[src/rtl/uart_pkg.sv]
// Shared types and constants for the UART frame parser.
package uart_pkg;

  typedef enum logic [2:0] {
    IDLE,
    LEN,
    DATA,
    CHK,
    OUT
  } uart_fp_state_t;

  typedef enum logic [1:0] {
    ERR_OVERRUN = 2'd0,
    ERR_BAD_LEN = 2'd1,
    ERR_BAD_CHK = 2'd2,
    ERR_TIMEOUT = 2'd3
  } uart_fp_err_t;

  localparam logic [7:0] SOF_DEFAULT = 8'hA5;

endpackage

[src/rtl/uart_pl_buf.sv]
// Payload buffer: register array with one synchronous write port and an
// asynchronous read port, so the drain side sees a byte in the same cycle
// its pointer changes.
module uart_pl_buf #(
  parameter int DEPTH = 16,
  parameter int PTR_W = 4
) (
  input  logic             clk,
  input  logic             we,
  input  logic [PTR_W-1:0] wr_ptr,
  input  logic [7:0]       din,
  input  logic [PTR_W-1:0] rd_ptr,
  output logic [7:0]       dout
);

  logic [7:0] mem [DEPTH];

  // Store one payload byte whenever the parser is collecting data.
  always_ff @(posedge clk) begin
    if (we) begin
      mem[wr_ptr] <= din;
    end
  end

  assign dout = mem[rd_ptr];

endmodule

[src/rtl/uart_frame_parser.sv]
// Frame parser for the UART RX byte stream: SOF, LEN, payload, CHK.
// Payload is held in a local buffer and only released downstream after
// the XOR checksum matches; bad or stalled frames are dropped and flagged.
module uart_frame_parser
  import uart_pkg::*;
#(
  parameter logic [7:0] SOF         = SOF_DEFAULT,
  parameter int         MAX_LEN     = 16,
  parameter int         TIMEOUT_CYC = 520_800
) (
  input  logic       i_clk_sys,
  input  logic       i_rst_n,
  input  logic       i_rx_valid,
  input  logic [7:0] i_rx_data,
  output logic       o_pl_valid,
  input  logic       i_pl_ready,
  output logic [7:0] o_pl_data,
  output logic       o_pl_last,
  output logic       o_frame_ok,
  output logic       o_frame_err,
  output logic [1:0] o_err_code,
  output logic       o_busy
);

  // A single-entry buffer still needs a one-bit pointer.
  localparam int PTR_W = (MAX_LEN > 1) ? $clog2(MAX_LEN) : 1;
  localparam int TMR_W = $clog2(TIMEOUT_CYC) + 1;
  localparam logic [7:0] MAX_LEN_B = 8'(MAX_LEN);
  // The timer "reaches" TIMEOUT_CYC-1 on the edge where it is currently one below that.
  localparam logic [TMR_W-1:0] TMR_LAST = TMR_W'(TIMEOUT_CYC - 2);

  uart_fp_state_t   state_q, state_d;
  logic [7:0]       len_q, len_d;
  logic [7:0]       chk_q, chk_d;
  logic [PTR_W-1:0] wr_q, wr_d;
  logic [PTR_W-1:0] rd_q, rd_d;
  logic [TMR_W-1:0] timer_q, timer_d;
  logic             ok_q, ok_d;
  logic             err_q, err_d;
  uart_fp_err_t     code_q, code_d;

  logic             buf_we;
  logic [7:0]       buf_dout;
  logic [7:0]       len_m1;
  logic             last_wr;
  logic             last_rd;
  logic             timed_state;
  logic             timeout_hit;

  uart_pl_buf #(
    .DEPTH (MAX_LEN),
    .PTR_W (PTR_W)
  ) u_buf (
    .clk    (i_clk_sys),
    .we     (buf_we),
    .wr_ptr (wr_q),
    .din    (i_rx_data),
    .rd_ptr (rd_q),
    .dout   (buf_dout)
  );

  assign len_m1      = len_q - 8'd1;
  assign last_wr     = (8'(wr_q) == len_m1);
  assign last_rd     = (8'(rd_q) == len_m1);
  assign timed_state = (state_q == LEN) || (state_q == DATA) || (state_q == CHK);
  // An arriving byte always beats an expiring timer.
  assign timeout_hit = timed_state && !i_rx_valid && (timer_q == TMR_LAST);

  // Next-state, datapath updates and pulse generation for the frame FSM.
  always_comb begin
    state_d = state_q;
    len_d   = len_q;
    chk_d   = chk_q;
    wr_d    = wr_q;
    rd_d    = rd_q;
    ok_d    = 1'b0;
    err_d   = 1'b0;
    code_d  = ERR_OVERRUN;
    buf_we  = 1'b0;

    if (!timed_state || i_rx_valid) begin
      timer_d = '0;
    end else begin
      timer_d = timer_q + 1'b1;
    end

    case (state_q)
      IDLE: begin
        if (i_rx_valid && (i_rx_data == SOF)) begin
          state_d = LEN;
        end
      end
      LEN: begin
        if (i_rx_valid) begin
          if ((i_rx_data != 8'd0) && (i_rx_data <= MAX_LEN_B)) begin
            len_d   = i_rx_data;
            chk_d   = i_rx_data;
            wr_d    = '0;
            state_d = DATA;
          end else begin
            err_d   = 1'b1;
            code_d  = ERR_BAD_LEN;
            state_d = IDLE;
          end
        end
      end
      DATA: begin
        if (i_rx_valid) begin
          buf_we = 1'b1;
          chk_d  = chk_q ^ i_rx_data;
          if (last_wr) begin
            state_d = CHK;
          end else begin
            wr_d = wr_q + 1'b1;
          end
        end
      end
      CHK: begin
        if (i_rx_valid) begin
          if (i_rx_data == chk_q) begin
            ok_d    = 1'b1;
            rd_d    = '0;
            state_d = OUT;
          end else begin
            err_d   = 1'b1;
            code_d  = ERR_BAD_CHK;
            state_d = IDLE;
          end
        end
      end
      OUT: begin
        if (i_rx_valid) begin
          err_d  = 1'b1;
          code_d = ERR_OVERRUN;
        end
        if (i_pl_ready) begin
          if (last_rd) begin
            state_d = IDLE;
          end else begin
            rd_d = rd_q + 1'b1;
          end
        end
      end
      default: begin
        state_d = IDLE;
      end
    endcase

    if (timeout_hit) begin
      err_d   = 1'b1;
      code_d  = ERR_TIMEOUT;
      state_d = IDLE;
    end
  end

  // State, datapath and pulse registers; reset drops any frame in flight.
  always_ff @(posedge i_clk_sys or negedge i_rst_n) begin
    if (!i_rst_n) begin
      state_q <= IDLE;
      len_q   <= '0;
      chk_q   <= '0;
      wr_q    <= '0;
      rd_q    <= '0;
      timer_q <= '0;
      ok_q    <= 1'b0;
      err_q   <= 1'b0;
      code_q  <= ERR_OVERRUN;
    end else begin
      state_q <= state_d;
      len_q   <= len_d;
      chk_q   <= chk_d;
      wr_q    <= wr_d;
      rd_q    <= rd_d;
      timer_q <= timer_d;
      ok_q    <= ok_d;
      err_q   <= err_d;
      code_q  <= code_d;
    end
  end

  assign o_busy      = (state_q != IDLE);
  assign o_pl_valid  = (state_q == OUT);
  assign o_pl_data   = o_pl_valid ? buf_dout : 8'h00;
  assign o_pl_last   = o_pl_valid && last_rd;
  assign o_frame_ok  = ok_q;
  assign o_frame_err = err_q;
  assign o_err_code  = code_q;

endmodule

[config.mk]
export PLATFORM = sky130hd
export DESIGN_NAME = uart_frame_parser
export DESIGN_NICKNAME = d
export VERILOG_FILES = /design/src/rtl/uart_pkg.sv /design/src/rtl/uart_pl_buf.sv /design/src/rtl/uart_frame_parser.sv
export SDC_FILE = /design/constraint.sdc
export NUM_CORES = 1
export LEC_CHECK = 0
export CORE_MARGIN = 2
export CORE_UTILIZATION = 55
export CTS_CLUSTER_DIAMETER = 30
export DETAILED_ROUTE_END_ITERATION = 10
export PLACE_DENSITY = 0.73
export SYNTH_ARGS = -nofsm -noshare
export SYNTH_HDL_FRONTEND = slang
export SYNTH_SLANG_ARGS = --single-unit
export TNS_END_PERCENT = 20
[constraint.sdc]
create_clock -name i_clk_sys -period 4.15 [get_ports i_clk_sys]
set_input_delay 0.83 -clock i_clk_sys [delete_from_list [all_inputs] [get_ports i_clk_sys]]
set_output_delay 0.83 -clock i_clk_sys [all_outputs]
set_load 0.05 [all_outputs]
== Word level (Yosys, flattened, before mapping) ==
Memory sizes are Yosys's and may differ from the RTL's.
Cells that the tools add are included.

* Flip-flop bits (word level): 51
* Memory bits (writable): 128
* Memories: 1
* Logic and storage cells: 106
* Input bits: 12

{| class="wikitable"
|+ Memory list
! memory !! words !! width !! rd ports !! clocked after memory_dff !! write ports !! RTL line !! text
|-
| u_buf.mem || 16 || 8 || 1 || 0 || 1 || uart_pl_buf.sv:16 || <nowiki>logic [7:0] mem [DEPTH];</nowiki>
|}

* $lt $le $gt $ge: 1
* Mux-type cells: 46
* Reductions and logical operators: 20
* $add $sub $neg: 4
* Equal/unequal tests: 24
* Bitwise operators: 1

{| class="wikitable"
|+ Operators with widths
! cell !! count
|-
| $mux 4 || 8
|-
| $mux 8 || 4
|-
| $mux 3 || 9
|-
| $add 20x1->20 const B || 1
|-
| $eq 20x19->1 const B || 1
|-
| $mux 20 || 1
|-
| $eq 4x8->1 || 2
|-
| $pmux 4 s2 || 2
|-
| $pmux 8 s2 || 1
|-
| $ne 3x3->1 const B || 5
|-
| $pmux 3 s5 || 1
|-
| $mux 1 || 14
|-
| $ne 2x2->1 const B || 5
|-
| $reduce_and 5->1 || 2
|-
| $add 4x1->4 const B || 2
|-
| $eq 8x8->1 || 1
|-
| $eq 8x8->1 const B || 1
|-
| $le 8x5->1 const B || 1
|-
| $mux 2 || 4
|-
| $reduce_bool 8->1 || 1
|-
| $sub 8x1->8 const B || 1
|-
| $xor 8x8->8 || 1
|-
| $reduce_and 7->1 || 1
|-
| $eq 3x2->1 const B || 2
|-
| other kinds (14) || 25
|}

== Longest topological paths before layout ==
Gate-level depths: netlist (run 1).

* Depth after elaboration: 7
* Mapped depth: 8

== Cells and area by module ==
From an unflattened synthesis (run 1), not the netlist that was laid out.

* Cell total of the unflattened synthesis: 507
* Area total of the unflattened synthesis: 7768.7 µm²

{| class="wikitable"
|+ Modules (own cells, without submodules)
! module !! times used !! cells an instance !! area each (µm²)
|-
| uart_pl_buf || 1 || 221 || 4987.3
|-
| uart_frame_parser || 1 || 286 || 2781.4
|}

== Worst setup path after synthesis (run 1) ==
OpenSTA, ideal clock, no wires.

* Path kind: register -> output
* Start: reg rd_q[0]
* End: out o_pl_data[0]
* Path buffers: 2
* Stages on the path, launching flop included: 6
* Arrival: 2.179 ns
* Slack: 1.141 ns
* Path through: dfrtp_1 -> buf_2 -> buf_2 -> mux4_2 -> mux4_2 -> and2_1

* Cells in the longest elaborated chain, start to end: 2

{| class="wikitable"
|+ RTL lines
! what !! RTL line !! text
|-
| start: declaration || uart_frame_parser.sv:36 || <nowiki>logic [PTR_W-1:0] rd_q, rd_d;</nowiki>
|-
| start signal: assignment || uart_frame_parser.sv:173 || <nowiki>rd_q <= rd_d;</nowiki>
|-
| $mem_v2 16x8 || -- ||
|-
| $mux 8 || uart_frame_parser.sv:183 || <nowiki>assign o_pl_data = o_pl_valid ? buf_dout : 8'h00;</nowiki>
|-
| end: declaration || uart_frame_parser.sv:17 || <nowiki>output logic [7:0] o_pl_data,</nowiki>
|}

No other way between the ends.

== Final worst setup path (run 1) ==
* Start: reg rd_q[0]
* End: out o_pl_data[5]

Same word-level chain as after synthesis.

==> results.json, run 1 <==
{
  "timing.slew.headroom": 0.292,
  "finClkSkew_ns": 0.0134,
  "reg2reg_to": "u_buf.mem[8][5]$_DFFE_PP_",
  "synth-compound-area-share": 0.0401,
  "synth_area_sq_mm": 0.00776,
  "p_per_area_mw_per_mm2": 463,
  "rsz0062_at_grt": "false",
  "fp.dieW_um": 123,
  "max_cap_violations": 0,
  "fillCellCount": 950,
  "post_cts_buffers": 0,
  "required_ns": 3.32,
  "fin_nets": 570,
  "rows": 43,
  "cts_tree": "done",
  "ant_nets": 0,
  "grt_pass1_vias": 4626,
  "area_delta_synth_final_pct": 15.1,
  "ys_seq_area_frac": 0.660,
  "p_leak_nw": 3.15,
  "regToRegStartpoint": "state_q[2]$_DFFE_PN0P_",
  "wl_mm": 17.3,
  "crit_fanout": 13,
  "hold_viol_final": 0,
  "diodes": 0,
  "final_cells": 743,
  "io_pins": 27,
  "hp-class": "primary input to asynchronous set/reset pin",
  "fin_setup_tns_ns": 0,
  "drive_above_1_share": 0.194,
  "dp_hpwl_mm": 11.0,
  "synth_top_family_by_area": "multiplexers",
  "finalPower_w": 0.00414,
  "start_util": 0.561,
  "irDropWorstVdd_mv": 0.291,
  "avgSynthCellArea_sq_um": 15.4,
  "clk_pin_slew_ns": 0.06,
  "synth_top_cell_area_share": 0.495,
  "cp-end-kind": "output port",
  "cp.arrival_ns": 3.13,
  "ctsLongestPathBuffers": 2,
  "wire_per_inst_um": 23.3,
  "overflow": 0,
  "maxSlewViolCount": 0,
  "fin_hold_ws_ns": 0.307,
  "viasPerCell": 6.27,
  "dieHeight_um": 123,
  "fp.dieArea_sq_mm": 0.0151,
  "fin_crit_sh": 0.955,
  "status": "finished clean",
  "synth_simple_gate_area_frac": 0.101,
  "finalSetupViolCount": 0,
  "synthXorXnorAreaFrac": 0.0395,
  "synth_warnings": 0,
  "cts_buffers": 17,
  "synth_cell_types": 43,
  "synth-seq-cells": 179,
  "grt_antenna_before_repair": 0,
  "start_kind": "flop",
  "synthTopCellsByCount": "edfxtp_1 (128), dfrtp_1 (51), mux4_2 (40)",
  "yosysTopAreaCell": "edfxtp_1",
  "crit_type": "flop to output port",
  "yosysMostFrequentCell": "edfxtp_1",
  "r2r_slack_ns": 1.62,
  "syn_inst": 503,
  "numClockSinks": 179,
  "grt_use_total": 0.254,
  "drt-initial-drc-count": 598,
  "setup_slack_ns": 0.186,
  "rr_worst_depth": 4,
  "place_ws_ns": 0.584,
  "grt_pass1_wl_mm": 27.0,
  "synth_ff_type": "edfxtp_1",
  "root_buffer": "clkbuf_16",
  "synth_edf_count": 128,
  "vias": 4656,
  "worstMarginPinSlew_ns": 1.06,
  "syn_nets": 523,
  "dr.pass1.iters": 5,
  "synth_fa_ha_area_frac": 0.0129,
  "min_period_ns": 3.96,
  "dp_cells": 711,
  "htreeDepth": 4,
  "synthMuxAreaShare": 0.126,
  "async_flop_share": 0.285,
  "grt_max_degree": 38,
  "portBuffers": 26,
  "max_freq_ghz": 0.252,
  "drc": 0,
  "clock_latency_ns": 0.43,
  "core_area_sq_mm": 0.0138,
  "routabilityCongestion": 0.882,
  "ys_top_cells_by_area": "edfxtp_1 (50%), dfrtp_1 (16%), mux4_2 (12%)"
}
[stage by stage]
step / instance area, sq um / utilization
floorplan: 7760 / -
global placement: 8370 / 0.605
detailed placement: 8370 / 0.605
CTS: 8930 / 0.646
global route: 8930 / 0.646
finish: 8930 / 0.646
[layout by cell type (no fill, tap or decap), types with 3 or more instances in the layout]
master and count:
a211oi_1 3, a21oi_1 20, a311oi_1 3, a32o_1 3, and2_1 17, and3_1 5
and4_1 3, buf_4 27, clkbuf_1 4, clkbuf_16 17, clkdlybuf4s50_1 25, clkinv_2 4
dfrtp_1 50, edfxtp_1 128, ha_1 8, inv_1 12, mux2_2 5, mux4_2 40
nand2_1 22, nand3_1 15, nand4_1 11, nor2_1 29, nor3_1 5, nor3b_1 3
nor4_1 8, o21ai_0 17, or3_1 10, xnor2_1 17, xor2_1 18
[worst max-delay path, cell delays in order (launching register included)]
cell	delay (ns)
dfrtp_4	0.58
buf_12	0.19
mux4_2	0.52
mux4_2	0.49
and2_1	0.20
clkdlybuf4s50_1	0.72
[where the power goes]
| part | switching, W | internal (W) | total [W] |
|---|---|---|---|
| Sequential | 0.0000881 | 0.00199 | 0.00208 |
| Combinational | 0.000296 | 0.000229 | 0.000525 |
| Clock | 0.000640 | 0.000897 | 0.00154 |
| Total | 0.00102 | 0.00311 | 0.00414 |
[repair_timing]
item,4_1_cts,5_1_grt
resized for setup,0,1
endpoints found under the setup margin,0,1
hold buffers,0,0
[metal layers]
layer	part of all wire	vias to the layer above	global-route usage
li1	-	2019	-
met4	0.019	0	0.0776
met5	0	-	0
met3	0.077	35	0.0692
met2	0.51	222	0.408
met1	0.40	2380	0.340
[cell type report]
class	instances	area (sq um)	share of cell area
sequential	179	5120	0.574
inverter	12	45.0	0.00504
clock inverter	10	109	0.0122
multi-input combinational	285	2480	0.277
tap	180	225	0.0252
timing repair buffer	55	498	0.0557
clock buffer	22	454	0.0508
[cells by family (layout without fill, tap and decap cells)]
logic type      after synthesis  after routing
buf+inv                      39             99
flops                       179            179
mux                          47             47
simple gates                143            143
fa+ha+maj                     8              8
compound gates               52             52
xor+xnor                     35             35
[state kept, by name, indices dropped and copies added, names as in the netlist]
| signal | flops |
|---|---|
| chk_q | 8 |
| len_q | 8 |
| o_err_code | 2 |
| o_frame_err | 1 |
| o_frame_ok | 1 |
| rd_q | 4 |
| state_q | 3 |
| timer_q | 20 |
| u_buf.mem | 128 |
| wr_q | 4 |
[how the worst max path moves through the flow]
stage	to	slack, ns	startpoint
2_1_floorplan	o_pl_data[0]	1.14	rd_q[0]$_DFFE_PN0P_
3_3_place_gp	o_pl_data[0]	0.64	rd_q[0]$_DFFE_PN0P_
3_5_place_dp	o_pl_data[0]	0.58	rd_q[0]$_DFFE_PN0P_
4_1_cts	o_pl_data[5]	0.1	rd_q[0]$_DFFE_PN0P_
5_1_grt	o_pl_data[7]	0.07	rd_q[0]$_DFFE_PN0P_
6_report	o_pl_data[5]	0.19	rd_q[0]$_DFFE_PN0P_
(Power assumes the default switching activity.)
==> run 2: changes to the inputs <==
--- a/config.mk
+++ b/config.mk
@@ -9,7 +9,7 @@
 export CORE_UTILIZATION = 55
 export CTS_CLUSTER_DIAMETER = 30
 export DETAILED_ROUTE_END_ITERATION = 10
-export PLACE_DENSITY = 0.73
+export PLACE_DENSITY_LB_ADDON = 0.25
 export SYNTH_ARGS = -nofsm -noshare
 export SYNTH_HDL_FRONTEND = slang
 export SYNTH_SLANG_ARGS = --single-unit
==> results.json, run 2 (synthesis results as in run 1) <==
{
  "cts_hold_buf": 0,
  "start_kind": "flop",
  "wl_mm": 15.9,
  "cell_internal_pwr_w": 0.00320,
  "drc": 0,
  "wire_per_inst_um": 21.5,
  "clock_latency_ns": 0.43,
  "multi_input_area_sq_mm": 0.00248,
  "grt_max_degree": 37,
  "power_frac_clock": 0.387,
  "ff_latch_area_sq_mm": 0.00512,
  "fillCellCount": 936,
  "p_leak_nw": 3.15,
  "layout_common_cells": "edfxtp_1 (128), dfrtp_1 (50), mux4_2 (40), nor2_1 (29)",
  "max_freq_ghz": 0.250,
  "irDropWorstVdd_mv": 0.325,
  "crit_fanout": 19,
  "crit_buf_inv": 2,
  "root_buffer": "clkbuf_16",
  "portBuffers": 26,
  "dr.pass1.iters": 5,
  "ant_nets": 0,
  "final_common_cell": "edfxtp_1",
  "hp-class": "primary input to asynchronous set/reset pin",
  "status": "finished clean",
  "rr_worst_depth": 8,
  "vias": 4490,
  "numClockSinks": 179,
  "p_per_area_mw_per_mm2": 474,
  "crit_type": "flop to output port",
  "largestRegisters": "u_buf.mem x128, timer_q x20",
  "max_cap_violations": 0,
  "p_sw_frac": 0.245,
  "ctsLongestPathBuffers": 2,
  "drive_above_1_share": 0.196,
  "fp.dieW_um": 123,
  "regToRegStartpoint": "len_q[0]$_DFFE_PN0P_",
  "viasPerCell": 6.07,
  "hold_viol_final": 0,
  "clk_pin_slew_ns": 0.06,
  "drt-initial-drc-count": 450,
  "dieHeight_um": 123,
  "largest_register_ffs": 128,
  "cp_slowest_cell": "clkdlybuf4s50_1",
  "finalSetupViolCount": 0,
  "switching_power_w": 0.00104,
  "largest_register": "u_buf.mem",
  "area_delta_synth_final_pct": 15.3,
  "diodes": 0,
  "rsz0062_at_grt": "false",
  "critPathTopFamily": "multiplexers",
  "reg2reg_to": "state_q[0]$_DFFE_PN0P_",
  "cp.arrival_ns": 3.17,
  "routabilityCongestion": 0.870,
  "crit_start": "rd_q[0]$_DFFE_PN0P_",
  "cts_tree": "done",
  "core_area_sq_mm": 0.0138,
  "cts_buffers": 17,
  "grt_pass1_wl_mm": 25.2,
  "rows": 43,
  "pwr-share-comb": 0.124,
  "io_pins": 27,
  "cpPeakStageDelay_ns": 0.70,
  "fin_setup_tns_ns": 0,
  "seqPwrFrac": 0.489,
  "min_period_ns": 4.00,
  "start_util": 0.561,
  "dp_cells": 708,
  "overflow": 0,
  "maxSlewViolCount": 0,
  "cp-end-kind": "output port",
  "timing.slew.headroom": 0.294,
  "r2r_slack_ns": 1.73,
  "required_ns": 3.32,
  "fin_nets": 567,
  "finClkSkew_ns": 0.00935,
  "crit_path_cell_trace": "buf_12 > mux4_2 > mux4_2 > and2_1 > clkdlybuf4s50_1",
  "fp.dieArea_sq_mm": 0.0151,
  "worstMarginPinSlew_ns": 1.06,
  "htreeDepth": 4,
  "final_cells": 740,
  "grt_pass1_vias": 4442,
  "fin_crit_sh": 0.964,
  "grt_use_total": 0.230,
  "crit_top_cell": "mux4_2",
  "grt_antenna_before_repair": 0,
  "dp_hpwl_mm": 10.7
}
## run 2: cell count changes in the layout (fill, tap and decap cells not counted)
cell	previous run	this run
clkbuf_1	4	1
clkinv_4	2	1
buf_12	2	1
clkinv_2	4	3
clkbuf_8	1	2
inv_6	0	3
clkinvlp_2	0	1
clkinv_1	1	0
buf_4	27	25
bufinv_16	2	3
## run 2: how the worst max path moves through the flow
stage	depth (start not counted)	to	slack, ns
after floorplan	5	o_pl_data[0]	1.14
after global placement	5	o_pl_data[2]	0.52
after detailed placement	5	o_pl_data[0]	0.48
after CTS	5	o_pl_data[0]	0.02
after global routing	5	o_pl_data[0]	0.04
final	5	o_pl_data[2]	0.15
## run 2: power by group through the flow
stage / logic [W] / clock network [W] / registers, W
floorplan: 0.000374 / 0 / 0.00210
global placement: 0.000507 / 0 / 0.00210
detailed placement: 0.000525 / 0 / 0.00211
CTS: 0.000530 / 0.00166 / 0.00207
global route: 0.000577 / 0.00173 / 0.00209
finish: 0.000526 / 0.00164 / 0.00207
## run 2: final cells by class
type                            count  share of cell area
Clock buffer                       20              0.0511
Clock inverter                     12              0.0171
Tap cell                          180              0.0252
Multi-Input combinational cell    285               0.277
Inverter                           12             0.00504
Timing Repair Buffer               52              0.0518
Sequential cell                   179               0.573
## run 2: worst register-to-register path: stages, from the launching register on
cell and delay [ns]:
dfrtp_1 0.45, inv_1 0.08, ha_1 0.17, nor3b_1 0.26
xnor2_1 0.16, nand4_1 0.19, or3_4 0.48, a211o_1 0.31
a211oi_1 0.23
## run 2: timing repair
| action | 4_1_cts | 5_1_grt |
|---|---|---|
| endpoints found under the hold margin | 0 | 0 |
| setup endpoints to repair | 0 | 8 |
| setup buffers | 0 | 0 |
| resized for setup | 0 | 1 |
## run 2: per-layer routing
layer	GRT usage	part of all wire	vias to the layer above
li1	-	-	2015
met1	0.326	0.42	2291
met4	0.0826	0.018	0
met5	0	0	-
met2	0.353	0.50	162
met3	0.0534	0.064	22
## run 2: metrics by stage
stage | area (sq um) | hold WS (ns) | total power (W) | worst slack, ns | utilization
6_report | 8940 | 0.433 | 0.00424 | 0.150 | 0.647
5_1_grt | 8940 | 0.479 | 0.00440 | 0.0447 | 0.647
4_1_cts | 8940 | 0.441 | 0.00426 | 0.0178 | 0.647
3_5_place_dp | 8330 | 0.472 | 0.00263 | 0.484 | 0.603
3_3_place_gp | 8330 | 0.458 | 0.00261 | 0.524 | 0.603
2_1_floorplan | 7760 | 0.447 | 0.00247 | 1.14 | -
==> run 3: changes to the inputs <==
--- a/config.mk
+++ b/config.mk
@@ -7,6 +7,7 @@
 export LEC_CHECK = 0
 export CORE_MARGIN = 2
 export CORE_UTILIZATION = 55
+export CTS_BUF_LIST = sky130_fd_sc_hd__clkbuf_8
 export CTS_CLUSTER_DIAMETER = 30
 export DETAILED_ROUTE_END_ITERATION = 10
 export PLACE_DENSITY_LB_ADDON = 0.25
==> results.json, run 3 (synthesis results as in run 1) <==
{
  "crit_path_cell_trace": "buf_12 > mux4_2 > mux4_2 > and2_1 > clkdlybuf4s50_1",
  "start_util": 0.561,
  "post_cts_buffers": 0,
  "grtUsageMet2": 0.347,
  "min_period_ns": 4.00,
  "routabilityCongestion": 0.870,
  "grt_max_degree": 37,
  "fin_setup_tns_ns": 0,
  "setup_slack_ns": 0.145,
  "root_buffer": "clkbuf_8",
  "drc": 0,
  "cp-end-kind": "output port",
  "required_ns": 3.32,
  "gr-usage-met3": 0.0516,
  "gr-usage-met1": 0.329,
  "start_kind": "flop",
  "grt_pass1_vias": 4389,
  "layout_common_cells": "edfxtp_1 (128), dfrtp_1 (50), mux4_2 (40), nor2_1 (29), buf_4 (25)",
  "core_area_sq_mm": 0.0138,
  "cp_slowest_cell": "clkdlybuf4s50_1",
  "hold_viol_final": 0,
  "final_common_cell": "edfxtp_1",
  "drive_above_1_share": 0.196,
  "top_usage_layer": "met2",
  "finalPower_w": 0.00383,
  "diodes": 0,
  "crit_top_cell": "mux4_2",
  "ant_nets": 0,
  "grt_use_total": 0.230,
  "ff_latch_area_sq_mm": 0.00512,
  "place_ws_ns": 0.484,
  "fp.dieW_um": 123,
  "wire_per_inst_um": 21.4,
  "cpPeakStageDelay_ns": 0.70,
  "viasPerCell": 6.02,
  "ctsLongestPathBuffers": 2,
  "drt-initial-drc-count": 464,
  "critPathTopFamily": "multiplexers",
  "irDropWorstVdd_mv": 0.247,
  "max_cap_violations": 0,
  "p_leak_nw": 3.20,
  "fin_nets": 567,
  "largestRegisters": "u_buf.mem x128, timer_q x20",
  "cp.arrival_ns": 3.17,
  "grt_antenna_before_repair": 0,
  "grt_pass1_wl_mm": 24.9,
  "vias": 4453,
  "worstMarginPinSlew_ns": 1.04,
  "dieHeight_um": 123,
  "rsz0062_at_grt": "false",
  "overflow": 0,
  "fp.dieArea_sq_mm": 0.0151,
  "clk_pin_slew_ns": 0.09,
  "p_per_area_mw_per_mm2": 437,
  "dp_hpwl_mm": 10.7,
  "crit_type": "flop to output port",
  "maxSlewViolCount": 0,
  "crit_fanout": 19,
  "fin_crit_sh": 0.965,
  "dr.pass1.iters": 4,
  "htreeDepth": 4,
  "cts_buffers": 17,
  "io_pins": 27,
  "largest_register_ffs": 128,
  "largest_register": "u_buf.mem",
  "finClkSkew_ns": 0.0110,
  "timing.slew.headroom": 0.303,
  "crit_buf_inv": 2,
  "max_freq_ghz": 0.250,
  "rows": 43,
  "area_delta_synth_final_pct": 13.0,
  "status": "finished clean",
  "wl_mm": 15.8,
  "numClockSinks": 179,
  "finalSetupViolCount": 0,
  "hp-class": "primary input to asynchronous set/reset pin",
  "cts_tree": "done",
  "fillCellCount": 948,
  "multi_input_area_sq_mm": 0.00248,
  "portBuffers": 26,
  "clock_latency_ns": 0.46
}
## run 3: cell types whose count changed in the layout (fill, tap and decap cells not counted), sizes merged
| cell | change |
|---|---|
| clkbuf | -1 |
| dlymetal6s2s | +7 |
| inv | +1 |
| clkdlybuf4s50 | -7 |
## run 3: what timing repair did
item | CTS | global route
setup endpoints to repair | 7 | 7
gates resized for setup | 1 | 7
hold buffers | 0 | 0
## run 3: worst paths after layout
check	startpoint	to	slack, ns	cells past startpoint
setup / recovery	rd_q[0]$_DFFE_PN0P_	o_pl_data[1]	0.15	5
hold / removal	i_rst_n	len_q[5]$_DFFE_PN0P_	0.39	1
setup reg to reg	len_q[0]$_DFFE_PN0P_	state_q[0]$_DFFE_PN0P_	1.72	8
hold reg to reg	timer_q[0]$_DFF_PN0_	timer_q[0]$_DFF_PN0_	0.48	1
max in group asynchronous	i_rst_n	timer_q[4]$_DFF_PN0_	2.98	2
min in group i_clk_sys	timer_q[0]$_DFF_PN0_	timer_q[0]$_DFF_PN0_	0.48	1
## run 3: per-layer routing
layer	up-vias	wire length, um
li1	2015	-
met1	2285	6830
met2	134	7840
met3	19	840
met4	0	315
met5	-	0
## run 3: worst register-to-register path, cell delays in order (launching register included)
cell,delay (ns)
dfrtp_1,0.45
inv_1,0.09
ha_1,0.17
nor3b_1,0.26
xnor2_1,0.16
nand4_1,0.19
or3_4,0.48
a211o_1,0.32
a211oi_1,0.23
## run 3: power by group
group / leakage [nW] / internal [W] / total [W] / switching (W)
logic: 1.14 / 0.000231 / 0.000527 / 0.000296
clock network: 0.214 / 0.000627 / 0.00123 / 0.000605
registers: 1.84 / 0.00198 / 0.00207 / 0.0000874
## run 3: metrics by stage
| stage | area [sq um] | instances | hold slack, ns | utilization |
|---|---|---|---|---|
| floorplan | 7760 | 503 | 0.447 | - |
| global placement | 8330 | 708 | 0.458 | 0.603 |
| detailed placement | 8330 | 708 | 0.472 | 0.603 |
| CTS | 8750 | 740 | 0.390 | 0.633 |
| global route | 8770 | 740 | 0.424 | 0.634 |
| finish | 8770 | 740 | 0.388 | 0.634 |
## run 3: final cells by class
class | instances | area share
multi-input cells | 285 | 0.283
clock inverters | 13 | 0.0178
clock buffers | 19 | 0.0298
flip-flops and latches | 179 | 0.584
repair buffers | 52 | 0.0548
inverters | 12 | 0.00514
well taps | 180 | 0.0257
